==> src/rtl/cpu_pkg.sv <==
// cpu_pkg: shared CPU width, boot address, NOP and fetch state type (TRAP only with FETCH_MISALIGN_TRAP_EN)
package cpu_pkg;
   localparam int XLEN = 32;
   localparam logic [XLEN-1:0] BOOT_ADDR_DEF = 32'h0000_0000;
   localparam logic [XLEN-1:0] NOP = 32'h0000_0013;
`ifdef FETCH_MISALIGN_TRAP_EN
   typedef enum logic [1:0] {BOOT, RUN, HOLD, TRAP} fetch_state_t;
`else
   typedef enum logic [1:0] {BOOT, RUN, HOLD} fetch_state_t;
`endif
endpackage

==> src/rtl/fetch_npc_sel.sv <==
// fetch_npc_sel: picks the address issued to the ROM this cycle and the sequential address after it
module fetch_npc_sel
   import cpu_pkg::*;
#(
   parameter logic [XLEN-1:0] BOOT_ADDR = BOOT_ADDR_DEF
) (
   input  fetch_state_t    state,
   input  logic            redirect,
   input  logic [XLEN-1:0] redirect_pc,
   input  logic [XLEN-1:0] fetch_pc,
   output logic [XLEN-1:0] fetch_addr,
   output logic [XLEN-1:0] next_pc
);
   // boot address first, then a qualified redirect, otherwise the running fetch pointer; +4 wraps mod 2^32
   always_comb begin
      fetch_addr = state == BOOT ? BOOT_ADDR : redirect ? redirect_pc : fetch_pc;
      next_pc = fetch_addr + XLEN'(4);
   end
endmodule

==> src/rtl/inst_fetch.sv <==
// inst_fetch: IF stage with boot, stall hold and redirect; define FETCH_MISALIGN_TRAP_EN to trap misaligned redirects
module inst_fetch
   import cpu_pkg::*;
#(
   parameter logic [XLEN-1:0] BOOT_ADDR = BOOT_ADDR_DEF
) (
   input  logic            clk,
   input  logic            rst,
   input  logic            stall,
   input  logic            redirect,
   input  logic [XLEN-1:0] redirect_pc,
   input  logic [XLEN-1:0] imem_data,
   output logic [XLEN-1:0] imem_addr,
   output logic            imem_en,
   output logic [XLEN-1:0] inst_o,
   output logic [XLEN-1:0] pc_o,
   output logic [XLEN-1:0] pc4_o,
   output logic            valid_o,
   output logic            misalign_o
);
   fetch_state_t state, state_nx, redir_st;
   logic [XLEN-1:0] fetch_pc, fetch_addr, next_pc, hold_reg, rpc;
   logic live, take_redir, advance;

   assign live = state == RUN || state == HOLD;
   assign take_redir = live && redirect;
   assign advance = state == BOOT || take_redir || (live && !stall);
   assign pc4_o = pc_o + XLEN'(4);

`ifdef FETCH_MISALIGN_TRAP_EN
   logic mis_redir, misalign_q;
   assign rpc = redirect_pc;
   assign mis_redir = take_redir && redirect_pc[1:0] != 2'b00;
   assign redir_st = mis_redir ? TRAP : RUN;
   assign misalign_o = misalign_q;
   // misalignment flag stays set until reset
   always_ff @(posedge clk or negedge rst)
      if (!rst) misalign_q <= 1'b0;
      else if (mis_redir) misalign_q <= 1'b1;
`else
   assign rpc = redirect_pc & ~XLEN'(3);
   assign redir_st = RUN;
   assign misalign_o = 1'b0;
`endif

   fetch_npc_sel #(.BOOT_ADDR(BOOT_ADDR)) u_npc (
      .state(state),
      .redirect(take_redir),
      .redirect_pc(rpc),
      .fetch_pc(fetch_pc),
      .fetch_addr(fetch_addr),
      .next_pc(next_pc)
   );

   // state register
   always_ff @(posedge clk or negedge rst)
      if (!rst) state <= BOOT;
      else state <= state_nx;

   // next state: boot always runs, redirect beats stall, anything else holds its state
   always_comb state_nx = state == BOOT ? RUN : take_redir ? redir_st : live ? (stall ? HOLD : RUN) : state;

   // pc_o tracks the address whose data arrives next cycle; the held word is dropped on redirect
   always_ff @(posedge clk or negedge rst)
      if (!rst) begin
         fetch_pc <= BOOT_ADDR;
         pc_o <= BOOT_ADDR;
         hold_reg <= '0;
      end else begin
         if (advance) begin
            pc_o <= fetch_addr;
            fetch_pc <= next_pc;
         end
         if (take_redir) hold_reg <= '0;
         else if (state == RUN && stall) hold_reg <= imem_data;
      end

   // ROM access and the instruction presented downstream
   always_comb begin
      imem_addr = fetch_addr;
      imem_en = advance;
      valid_o = live;
      inst_o = state == RUN ? imem_data : state == HOLD ? hold_reg : '0;
   end
endmodule

==> config.mk <==
export PLATFORM = sky130hd
export DESIGN_NAME = inst_fetch
export DESIGN_NICKNAME = d
export VERILOG_FILES = /design/src/rtl/cpu_pkg.sv /design/src/rtl/fetch_npc_sel.sv /design/src/rtl/inst_fetch.sv
export SDC_FILE = /design/constraint.sdc
export NUM_CORES = 1
export LEC_CHECK = 0
export CAP_MARGIN = 20
export CORE_UTILIZATION = 45
export DETAILED_ROUTE_END_ITERATION = 10
export GPL_TIMING_DRIVEN = 0
export PLACE_DENSITY = 0.78
export SLEW_MARGIN = 20
export SYNTH_ARGS = -nofsm -noshare
export SYNTH_HDL_FRONTEND = slang
export SYNTH_HIERARCHICAL = 1
export SYNTH_SLANG_ARGS = --single-unit
==> constraint.sdc <==
create_clock -name clk -period 4.2 [get_ports clk]
set_clock_uncertainty 0.05 [all_clocks]
set_input_delay 0.84 -clock clk [delete_from_list [all_inputs] [get_ports clk]]
set_output_delay 0.84 -clock clk [all_outputs]
set_load 0.01 [all_outputs]
==> results of run 1 <==
## cell type report
cell class / instances / area share [%]
Inverter: 9 / 0.384
Tap cell: 176 / 2.50
Buffer: 44 / 3.16
Clock inverter: 3 / 0.455
Multi-Input combinational cell: 513 / 39.6
Sequential cell: 98 / 27.9
Timing Repair Buffer: 204 / 23.2
Clock buffer: 12 / 2.80
## final timing paths
path / start / to / slack, ps / depth (start not counted)
max reg2reg: state[1] / fetch_pc[28] / 330 / 16
min reg2reg: fetch_pc[1] / fetch_pc[1] / 450 / 1
max: redirect / imem_addr[21] / 80 / 9
max in group asynchronous: rst / hold_reg[25] / 3140 / 2
min: rst / pc_o[22] / 360 / 1
min in group clk: fetch_pc[1] / fetch_pc[1] / 450 / 1
## placed cells by master, fill, tap and decap left out, types with 3 or more instances in the layout
| master | count |
|---|---|
| a211oi_2 | 3 |
| a21oi_1 | 34 |
| and3_1 | 6 |
| buf_2 | 15 |
| buf_4 | 13 |
| buf_6 | 6 |
| clkbuf_1 | 18 |
| clkbuf_16 | 9 |
| clkdlybuf4s50_1 | 191 |
| conb_1 | 3 |
| dfrtp_1 | 98 |
| ha_1 | 6 |
| inv_1 | 9 |
| mux2_2 | 65 |
| mux2i_1 | 30 |
| nand2_1 | 147 |
| nand2b_1 | 3 |
| nand3_1 | 25 |
| nand3b_1 | 6 |
| nand4_1 | 15 |
| nor2_1 | 24 |
| nor2_2 | 14 |
| nor3_1 | 11 |
| nor3_2 | 7 |
| nor4_2 | 3 |
| nor4_4 | 3 |
| o21ai_0 | 33 |
| xnor2_1 | 31 |
| xor2_1 | 25 |
## cells by family after synthesis
| group | count (synthesis) |
|---|---|
| adder cells (fa/ha/maj) | 6 |
| multiplexers | 95 |
| XOR/XNOR | 56 |
| other | 1 |
| AO/OA/AOI/OAI | 76 |
| AND/OR/NAND/NOR | 277 |
| buffers and inverters | 54 |
| flip-flops | 98 |
## what timing repair did
item                       CTS  global route
buffers inserted             0             8
resized for setup           14            10
pin swaps                    0             5
gates cloned                 0             0
setup endpoints to repair   42            21
## critical path: stages
cell and delay, ps:
clkdlybuf4s50_1 460, and2_2 230, clkbuf_8 200, buf_6 170, buf_6 170, buf_6 190
mux2i_1 110, nor2_2 260, clkdlybuf4s50_1 600
## where the power goes
| group | switching (mW) | leakage (nW) | internal (mW) |
|---|---|---|---|
| clock | 0.341 | 0.142 | 0.473 |
| sequential | 0.389 | 1.26 | 1.39 |
| combinational | 1.99 | 2.32 | 2.15 |
| total | 2.72 | 3.73 | 4.01 |
## metal layers
metal  track usage, %  part of all wire (%)
met1             31.8                    43
met2             40.6                    47
met3             5.75                   8.2
met4             10.4                   2.3
met5                0                     0
## through the flow
stage / std cells / setup TNS, ps / total power, mW / setup slack, ps / hold WS (ps)
final: 1059 / 0 / 6.73 / 80.2 / 361
after global routing: 1059 / -6.43 / 7.17 / -5.52 / 394
after CTS: 1051 / 0 / 6.68 / 44.3 / 372
after detailed placement: 1037 / -20150 / 5.81 / -848 / 443
after global placement: 1036 / -167190 / 5.74 / -1500 / 436
after floorplan: 665 / 0 / 4.02 / 364 / 429
==> results.md, run 1 <==
* Status: completed
* # Max-Cap Violations at 0
* Share of flip-flops with an asynchronous set or reset after synthesis at 100%
* Synth area leader: dfrtp_1
* FILL cells at 1129
* Top cell type's share of synthesized area at 39.7%
* Avg Cell Area, Syn at 9.32 um^2
* Buffer levels on the longest clock path at 2
* Drt wl/cell at 16.4 um
* Synth cell count leaders: 147 x nand2_1, 98 x dfrtp_1, 65 x mux2_2
* # DRC at 0
* Kind of critical path: in2out
* Util after Layout at 66.1%
* Tot GR Track Use at 25.0%
* Vias per std cell at 5.31
* Diode count at 0
* Adder-Cell Fraction of Synth Area at 1.22%
* Hold Vio Cnt, Final at 0
* Share of cells above drive strength 1 at 17.7%
* DP HPWL at 13100 um
* Routed wire length at 17400 um
* Die width at 119 um
* Tightest Pin Transition at 620 ps
* Arr. time, crit path at 3230 ps
* XOR/XNOR share of the synthesized area at 7.94%
* Post-synthesis simple-gate area fraction at 22.4%
* Rows at 42
* Clk Latency, worst-skew pair at 350 ps
* H-tree levels at 3
* Vias in the first global route at 5377
* Root Buffer Master: clkbuf_16
* GP Congestion at 0.859
* F_max at 0.243 GHz
* GR Overflow Total at 0
* CTS tree: yes
* Final Max Slew Viols at 0
* Final Instance Area at 8790 um^2
* Initial Utilization at 46.5%
* Num CTS Buffers at 9
* Largest net degree at the start of global routing at 56
* Global-route wire length before repair at 28000 um
* Post-synthesis mux area share at 16.7%
* Ys flop type: dfrtp_1
* #FFs+latches synth at 98
* Pleak at 3.73 nW
* Sequential area share after synthesis at 39.7%
* Die Footprint at 14200 um^2
* Pwr/cell area at 766 nW/um^2
* Top post-synthesis cells by area: dfrtp_1 40%, mux2_2 12%, nand2_1 8.9%
* Yosys warns at 6
* Type of the tightest min-delay check: in2async
* Area of the multi-input gates at 3480 um^2
* I/O pins at 199
* Min cycle time layout at 4120 ps
* Core area at 13300 um^2
* Fin crit share at 98.1%
* Most common cell in the netlist: nand2_1
* Initial drt markers at 261
* Largest family of logic cells by synthesized area: simple AND/OR/NAND/NOR gates
* Clock sink count at 98
* Initial antenna violation count at 0
* Die height at 119 um
* Dpl cell area at 8380 um^2
* Synth cell types at 42
* Final net count at 953
* Max transition margin at 58.5%
* DR pass1 iterations at 4
* Final setup viols at 0
* CP startpoint kind: input pin
* Compound-Gate Fraction of Synth Area at 7.11%
* Mapped cell area at 6180 um^2
* Mapped Cells at 663
* CP endpoint kind: output port
* Port Buf Inserts at 195
* Post-synth EDFFs at 0
* Worst VDD drop at 317 uV
* CP required at 3310 ps
* Crit-path max FO at 11
* Clock transition at path regs at 60 ps
* Hold-fix buffers at CTS at 0
* Register area at 2450 um^2
* DR vias at 5627
* Antenna viol nets, final at 0
* P&R area growth vs syn at 42.4%
Note: power is estimated with default switching activity, not from simulation.
==> run 2: changes to the inputs <==
- REMOVE_ABC_BUFFERS: not set -> 1
==> results.md, run 2 (same netlist as run 1, synthesis figures left out) <==
* F_max at 0.245 GHz
* Buffer levels on the longest clock path at 2
* Max transition margin at 29.5%
* Crit path cell chain: inv_1 > ha_1 > and2_4 > buf_12 > mux2i_1 > nor2_2 > clkdlybuf4s50_1
* Die height at 119 um
* Clock transition at path regs at 60 ps
* Fin crit share at 97.0%
* Pwr/cell area at 777 nW/um^2
* Type of the tightest min-delay check: in2async
* Final setup viols at 0
* Total power at 6.70 mW
* Final Instance Area at 8620 um^2
* Clock sink count at 98
* Tightest Pin Transition at 1050 ps
* Crit-path max FO at 37
* Global-route wire length before repair at 28800 um
* DR pass1 iterations at 5
* Clk Latency, worst-skew pair at 340 ps
* Antenna viol nets, final at 0
* CP startpoint: state[1]
* Reg2reg start: state[1]
* RSZ-0062 raised after global routing: yes
* Util after Layout at 64.9%
* Final net count at 908
* Core area at 13300 um^2
* Commonest non-fill, non-tap cells in the layout: 194 x clkdlybuf4s50_1, 147 x nand2_1, 98 x dfrtp_1
* CTS tree: yes
* CP endpoint kind: output port
* Buf/Inv on CP at 3
* Diode count at 0
* Drt wl/cell at 17.4 um
* Pleak at 3.57 nW
* Hold Vio Cnt, Final at 0
* Placed cell count at 998
* Hold-fix buffers at CTS at 0
* Arr. time, crit path at 3180 ps
* DP HPWL at 12900 um
* CP required at 3310 ps
* Port Buf Inserts at 195
* Dpl cell area at 8290 um^2
* Largest net degree at the start of global routing at 53
* Min cycle time layout at 4070 ps
* Die Footprint at 14200 um^2
* I/O pins at 199
* Layout Cells excl Fill at 1015
* P&R area growth vs syn at 39.6%
* Delay-heaviest family, CP: buffers and inverters
* Vias per std cell at 5.44
* DR vias at 5518
* Status: completed
* Worst path slowest cell: clkdlybuf4s50_1
* # Max-Cap Violations at 0
* Routed wire length at 17700 um
* Kind of critical path: reg2out
* # DRC at 0
* GR Overflow Total at 0
* Hold Slack at 370 ps
* Tot GR Track Use at 25.6%
* H-tree levels at 3
* GP Congestion at 0.832
* Commonest non-fill, non-tap cell in the layout: clkdlybuf4s50_1
* Root Buffer Master: clkbuf_16
* Share of cells above drive strength 1 at 14.9%
* Worst R2R Setup Slack at 170 ps
* Worst VDD drop at 425 uV
* CP startpoint kind: flip-flop
* Initial drt markers at 380
* Initial antenna violation count at 0
* CP max stage delay at 610 ps
* Die width at 119 um
* Vias in the first global route at 5531
* Rows at 42
* Initial Utilization at 46.5%
* Post-CTS Setup Bufs at 0
* Final Max Slew Viols at 0
* Num CTS Buffers at 9
==> run 2: cell types whose count changed in the layout (fill, tap and decap cells not counted), moves of 5 or more <==
| cell | delta |
|---|---|
| buf_6 | -5 |
| buf_2 | -15 |
| nor2_1 | +6 |
| nor2_2 | -7 |
| clkbuf_1 | -15 |
| buf_4 | -13 |
==> run 2: cell type report <==
cell class	instances	area (um^2)
Inverter	9	33.8
Sequential cell	98	2450
Tap cell	176	220
Clock buffer	14	264
Timing Repair Buffer	202	2130
Clock inverter	2	35.0
Multi-Input combinational cell	514	3490
Fill cell	1056	4670
==> run 2: metrics by stage <==
stage / worst slack [ps] / setup TNS (ps)
after CTS: 38.5 / 0
after floorplan: -1190 / -39160
after global placement: -3540 / -393640
final: 125 / 0
after detailed placement: -173 / -1240
after global routing: -33.0 / -74.4
==> run 2: worst paths after layout <==
check | end | cells past startpoint
setup / recovery | imem_addr[25] | 7
hold / removal | hold_reg[19] | 1
setup reg to reg | fetch_pc[28] | 10
hold reg to reg | fetch_pc[6] | 1
max in group asynchronous | fetch_pc[18] | 2
min in group clk | fetch_pc[6] | 1
==> run 2: worst register-to-register path, delay by kind of cell (launching register included) <==
| family | cells | cell delay [ps] |
|---|---|---|
| XOR/XNOR | 1 | 100 |
| adder cells (fa/ha/maj) | 1 | 440 |
| buffers and inverters | 2 | 400 |
| flip-flops | 1 | 490 |
| multiplexers | 2 | 470 |
| AND/OR/NAND/NOR | 4 | 1960 |
==> run 2: routing by layer <==
metal / vias up / part of all wire (%) / global-route usage (%) / wire length (um)
li1: 2604 / - / - / -
met1: 2653 / 42 / 32.3 / 7500
met2: 239 / 48 / 42.3 / 8460
met3: 22 / 8.0 / 6.27 / 1410
met4: 0 / 1.7 / 9.10 / 297
met5: - / 0 / 0 / 0
==> run 2: report_power, final <==
group | internal, mW | switching, mW | total [mW]
clock | 0.494 | 0.346 | 0.840
sequential | 1.39 | 0.397 | 1.79
combinational | 2.14 | 1.93 | 4.07
==> run 2: repair_timing <==
item	CTS	global route
pin swaps	1	0
endpoints found under the setup margin	3	10
gates resized for setup	1	6
cloned	1	0
==> run 3: changes to the inputs <==
- CTS_CLUSTER_DIAMETER: not set -> 80
==> results of run 3 <==
Final layout, timing and power as in run 2 (identical DEF).
